--- config.mk ---
export PLATFORM = sky130hd
export DESIGN_NAME = booth_multiplier_param
export DESIGN_NICKNAME = d
export VERILOG_FILES = /design/src/rtl/booth_pkg.sv /design/src/rtl/booth_step.sv /design/src/rtl/booth_multiplier_param.sv
export SDC_FILE = /design/constraint.sdc
export NUM_CORES = 1
export LEC_CHECK = 0
export CAP_MARGIN = 20
export CORE_MARGIN = 3
export CORE_UTILIZATION = 61
export CTS_BUF_LIST = sky130_fd_sc_hd__clkbuf_16
export DETAILED_ROUTE_END_ITERATION = 10
export PLACE_DENSITY = 0.95
export SYNTH_ARGS = -nofsm -noshare
export SYNTH_HDL_FRONTEND = slang
export SYNTH_HIERARCHICAL = 1
export SYNTH_SLANG_ARGS = --single-unit
export TNS_END_PERCENT = 100
--- constraint.sdc ---
create_clock -name clk -period 6.4 [get_ports clk]
set_input_delay 0.64 -clock clk [delete_from_list [all_inputs] [get_ports clk]]
set_output_delay 0.64 -clock clk [all_outputs]
set_load 0.02 [all_outputs]
--- src/rtl/booth_pkg.sv ---
// booth_pkg: shared types and sizing helpers for the radix-2 Booth multiplier.
package booth_pkg;
    typedef enum logic {IDLE, RUN} state_t;
    typedef enum logic [1:0] {NOP = 2'b00, ADD = 2'b01, SUB = 2'b10} booth_op_t;
    function automatic int cnt_width(input int aw);
        return $clog2(aw + 2);
    endfunction
endpackage

--- src/rtl/booth_step.sv ---
// booth_step: one combinational radix-2 Booth iteration (add/sub select, then arithmetic shift).
module booth_step
    import booth_pkg::*;
#(
    parameter int AW = 8,
    parameter int BW = 8
) (
    input  logic [BW+1:0] acc,
    input  logic [AW:0]   q,
    input  logic          q_1,
    input  logic [BW:0]   bext,
    output logic [BW+1:0] acc_nx,
    output logic [AW:0]   q_nx,
    output logic          q_1_nx
);
    booth_op_t       op;
    logic [BW+1:0]   bx;
    logic [BW+1:0]   sum;
    always_comb begin
        op     = ({q[0], q_1} == 2'b10) ? SUB : ({q[0], q_1} == 2'b01) ? ADD : NOP;
        bx     = {bext[BW], bext};
        sum    = (op == SUB) ? acc - bx : (op == ADD) ? acc + bx : acc;
        acc_nx = {sum[BW+1], sum[BW+1:1]};
        q_nx   = {sum[0], q[AW:1]};
        q_1_nx = q[0];
    end
endmodule

--- src/rtl/booth_multiplier_param.sv ---
// booth_multiplier_param: sequential radix-2 Booth multiplier, AW+1 cycles per product,
// runtime signed/unsigned mode, start/busy/valid handshake.
module booth_multiplier_param
    import booth_pkg::*;
#(
    parameter int AW = 8,
    parameter int BW = 8,
    parameter int PW = AW + BW
) (
    input  logic          clk,
    input  logic          reset,
    input  logic          start,
    input  logic          signed_mode,
    input  logic [AW-1:0] A,
    input  logic [BW-1:0] B,
    output logic          busy,
    output logic          valid,
    output logic [PW-1:0] C
);
    localparam int CW = cnt_width(AW);
    state_t        state, state_nx;
    logic [BW+1:0] acc, acc_nx;
    logic [AW:0]   q, q_nx;
    logic          q_1, q_1_nx;
    logic [BW:0]   bext;
    logic [CW-1:0] cnt;
    logic          last;
    assign last = (cnt == CW'(1));
    booth_step #(.AW(AW), .BW(BW)) u_step (
        .acc(acc), .q(q), .q_1(q_1), .bext(bext),
        .acc_nx(acc_nx), .q_nx(q_nx), .q_1_nx(q_1_nx)
    );
    always_ff @(posedge clk or negedge reset) begin
        if (!reset) state <= IDLE;
        else        state <= state_nx;
    end
    always_comb begin
        state_nx = (state == IDLE) ? (start ? RUN : IDLE) : (last ? IDLE : RUN);
    end
    always_comb begin
        busy = (state == RUN);
    end
    // Operands are widened by one bit so unsigned mode runs through the same signed Booth path.
    always_ff @(posedge clk or negedge reset) begin
        if (!reset) begin
            acc   <= '0;
            q     <= '0;
            q_1   <= 1'b0;
            bext  <= '0;
            cnt   <= '0;
            C     <= '0;
            valid <= 1'b0;
        end else begin
            valid <= (state == RUN) && last;
            if (state == IDLE && start) begin
                acc  <= '0;
                q    <= {signed_mode & A[AW-1], A};
                q_1  <= 1'b0;
                bext <= {signed_mode & B[BW-1], B};
                cnt  <= CW'(AW + 1);
            end else if (state == RUN) begin
                acc <= acc_nx;
                q   <= q_nx;
                q_1 <= q_1_nx;
                cnt <= cnt - CW'(1);
                if (last) C <= PW'({acc_nx, q_nx});
            end
        end
    end
endmodule

==> impl_results.rst <==
.. list-table::
   :header-rows: 1

   * - Metric
     - Value
   * - Worst reg-to-reg setup slack
     - 3.73 ns
   * - Clock buffers created by TritonCTS
     - 5
   * - Antenna violations before repair
     - 0
   * - Max-cap check violation count
     - 0
   * - Data required time at the worst endpoint
     - 6.59 ns
   * - Final hold viol count
     - 0
   * - Clock H-tree levels
     - 2
   * - Grt total ovfl
     - 0
   * - Root cell of the clock tree
     - sky130_fd_sc_hd__clkbuf_16
   * - Wire per inst
     - ~18 µm
   * - I/O pin total
     - 38
   * - Synth top area cells
     - sky130_fd_sc_hd__dfrtp_1 40%, sky130_fd_sc_hd__ha_1 7.8%, sky130_fd_sc_hd__mux2_2 6.4%
   * - Period minus WS final
     - between 2 and 3 ns
   * - Buffer count from post-CTS setup fixing
     - 0
   * - Via/cell ratio
     - roughly 6.1
   * - Post-layout worst setup margin
     - 3.73 ns
   * - Signal arrival time at the worst endpoint
     - roughly 2.9 ns
   * - Flip-flop and latch area
     - ~1300 µm²
   * - Weighted congestion reported at the end of routability-driven placement
     - 0.985
   * - Synth unique cells
     - 48
   * - First-pass GRT wire length
     - 12100 µm
   * - Relative slew slack
     - 30.8%
   * - Top_reg_cell synth
     - sky130_fd_sc_hd__dfrtp_1
   * - Final Slew Violations
     - 0
   * - Number of synthesized flops with an enable pin
     - 0
   * - Gate count after technology mapping
     - 320
   * - RSZ-0062 raised after global routing
     - false
   * - Aggregate routed wire length
     - 7370 µm
   * - Proportion of synthesized chip area in sequential cells
     - between 30% and 40%
   * - Outcome
     - completed
   * - Global-route usage over all layers
     - ~25%
   * - Total number of vias
     - ~2500
   * - Area used by multi-input combinational logic
     - 1660 µm²
   * - Total nets after synthesis
     - 362
   * - Yosys synthesis warning count
     - 6
   * - Largest driver fanout on the critical path
     - 4
   * - Worst-Margin Slew
     - 1.03 ns
   * - Placeable core region
     - a little under 5000 µm²
   * - Die Area
     - a little over 6000 µm²
   * - Post-synth top area cell
     - sky130_fd_sc_hd__dfrtp_1
   * - Synth top area share
     - 40.0%
   * - Number of synthesized register bits
     - 51
   * - Average cell area after synthesis
     - 9.97 µm²
   * - Worst flop-to-flop path endpoint
     - acc[7]
   * - Antenna-violating nets left
     - 0
   * - Crit. End Element
     - flip-flop
   * - Worst skew pair latency
     - just under 0.3 ns
   * - Logic depth of the worst register-to-register path
     - 10
   * - Die boundary height
     - slightly below 80 µm
   * - Crit share post-route
     - 41.7%
   * - Critical Path Start Type
     - flip-flop
   * - Number of remaining DRC errors
     - 0
   * - Class of the worst hold path
     - input port to async pin
   * - Setup violations, final
     - 0
   * - Antenna diode instance count
     - 0
   * - Count of hold buffers inserted by post-cts repair
     - 0
   * - Startpoint-to-endpoint class of the critical path
     - flip-flop to flip-flop
   * - Number of filler instances in the final layout
     - 340
   * - Async set-reset flop share out of synthesis
     - between 90% and 100%
   * - Final Net Count
     - 380
   * - Detailed placer's ending HPWL
     - between 5000 and 6000 µm
   * - Number of global-route vias before repair
     - roughly 2500
   * - Die Wd
     - roughly 78 µm
   * - Row count
     - 25
   * - Pin count of the biggest net entering global routing
     - 52
   * - Area delta synth->final
     - 13.7%
   * - Total standard cell area after synthesis
     - roughly 3200 µm²
   * - Count of input and output buffers
     - 37
   * - Clk buf depth
     - 2
   * - Worst clock skew
     - 0.00595 ns
   * - Final sum of negative setup slack
     - 0 ns
   * - Initial core utilization
     - between 60% and 70%
   * - Initial drt markers
     - around 290
   * - Finished Layout Cells
     - about 410
   * - CTS tree
     - done
   * - CTS sink count
     - ~50
   * - Max frequency
     - ~370 MHz
   * - Post-cts repair resize count
     - 0
   * - Setup slack at placement
     - about 3.6 ns
   * - Launch point of the worst reg-to-reg path
     - acc[0]
   * - Worst-path clk slew
     - ~0.07 ns
   * - Ratio of cells with drive above 1 in the final layout
     - between 10% and 20%
   * - Total placed cells including tap cells
     - between 300 and 400
   * - First-pass iteration count of the detailed router
     - 6
stage by stage:
stage	util, %	area [µm²]	hold slack (ns)
2_1_floorplan	-	3190	0.344
3_3_place_gp	71.4	3480	0.452
3_5_place_dp	71.4	3480	0.463
4_1_cts	74.4	3630	0.472
5_1_grt	74.4	3630	0.494
6_report	74.4	3630	0.438
critical path: stages (launching register included):
cell and delay (ns):
sky130_fd_sc_hd__dfrtp_1 0.42, sky130_fd_sc_hd__ha_1 0.25, sky130_fd_sc_hd__fa_1 0.40, sky130_fd_sc_hd__nor2b_1 0.16, sky130_fd_sc_hd__o21ai_1 0.21, sky130_fd_sc_hd__a21oi_1 0.15
sky130_fd_sc_hd__nor4_1 0.19, sky130_fd_sc_hd__nor3_1 0.12, sky130_fd_sc_hd__o32ai_1 0.30, sky130_fd_sc_hd__a22oi_1 0.13, sky130_fd_sc_hd__a22o_1 0.24
synth_stat cells, types with 8 or more instances:
master                     count
sky130_fd_sc_hd__a21oi_1      21
sky130_fd_sc_hd__a22o_1       11
sky130_fd_sc_hd__buf_4        10
sky130_fd_sc_hd__clkbuf_1     10
sky130_fd_sc_hd__dfrtp_1      51
sky130_fd_sc_hd__ha_1         20
sky130_fd_sc_hd__inv_1        19
sky130_fd_sc_hd__mux2_2       18
sky130_fd_sc_hd__mux2_4        8
sky130_fd_sc_hd__mux2i_1       9
sky130_fd_sc_hd__nand2_1      24
sky130_fd_sc_hd__nor2_1       18
sky130_fd_sc_hd__o21ai_0      16
cells by family (layout without fill, tap and decap cells):
logic type               after synthesis  count (layout)  share of synthesized area (%)
buffers and inverters                 50              69                           8.04
XOR/XNOR                               6               6                           1.65
adder cells (fa/ha/maj)               22              22                           9.10
multiplexers                          35              35                           12.9
AO/OA/AOI/OAI                         86              86                           17.6
AND/OR/NAND/NOR                       70              70                           10.7
flip-flops                            51              51                           40.0
sequential cells by signal, indices dropped and copies added, names as in the netlist:
| name | count |
|---|---|
| C | 16 |
| acc | 10 |
| bext | 9 |
| busy | 1 |
| cnt | 4 |
| q | 9 |
| q_1 | 1 |
| valid | 1 |
how the worst max path moves through the flow:
stage / startpoint / endpoint / slack [ns]
global route: acc[0] / acc[7] / 3.60
finish: acc[0] / acc[7] / 3.73
detailed placement: start / bext[1] / 3.56
global placement: start / bext[1] / 3.63
floorplan: acc[0] / acc[7] / 4.08
CTS: acc[0] / acc[7] / 3.79
layout by cell type, fill, tap and decap left out, types with 2 or more instances in the layout:
cell type,n
sky130_fd_sc_hd__a211oi_1,6
sky130_fd_sc_hd__a21o_1,6
sky130_fd_sc_hd__a21oi_1,21
sky130_fd_sc_hd__a22o_1,11
sky130_fd_sc_hd__a22oi_1,2
sky130_fd_sc_hd__a31oi_1,4
sky130_fd_sc_hd__buf_4,3
sky130_fd_sc_hd__clkbuf_16,5
sky130_fd_sc_hd__clkdlybuf4s50_1,36
sky130_fd_sc_hd__clkinv_2,2
sky130_fd_sc_hd__dfrtp_1,51
sky130_fd_sc_hd__fa_1,2
sky130_fd_sc_hd__ha_1,20
sky130_fd_sc_hd__inv_1,19
sky130_fd_sc_hd__inv_2,2
sky130_fd_sc_hd__mux2_2,18
sky130_fd_sc_hd__mux2_4,8
sky130_fd_sc_hd__mux2i_1,9
sky130_fd_sc_hd__nand2_1,24
sky130_fd_sc_hd__nand2b_1,6
sky130_fd_sc_hd__nand3_1,3
sky130_fd_sc_hd__nor2_1,18
sky130_fd_sc_hd__nor2b_1,6
sky130_fd_sc_hd__nor3_1,6
sky130_fd_sc_hd__nor4_1,2
sky130_fd_sc_hd__o21ai_0,16
sky130_fd_sc_hd__o21ai_1,3
sky130_fd_sc_hd__o22ai_1,6
sky130_fd_sc_hd__xnor2_1,4
sky130_fd_sc_hd__xor2_1,2
routing by layer:
| metal | vias up | wire, µm | global-route usage, % |
|---|---|---|---|
| li1 | 1156 | - | - |
| met1 | 1174 | 3120 | 33.9 |
| met2 | 128 | 3520 | 41.4 |
| met3 | 19 | 561 | 4.82 |
| met4 | 0 | 171 | 8.57 |
| met5 | - | 0 | 0 |
layout make-up:
cell class              instances  share of cell area (%)
multi-input cells             219                    45.7
flip-flops and latches         51                    35.2
repair buffers                 40                    10.7
clock buffers                   5                    3.45
well taps                      67                    2.31
inverters                      21                    2.17
clock inverters                 3                   0.517
Power is left out: the tool's default activity adds up to more than one toggle a clock period on the data nets, which glitch-free logic cannot reach.
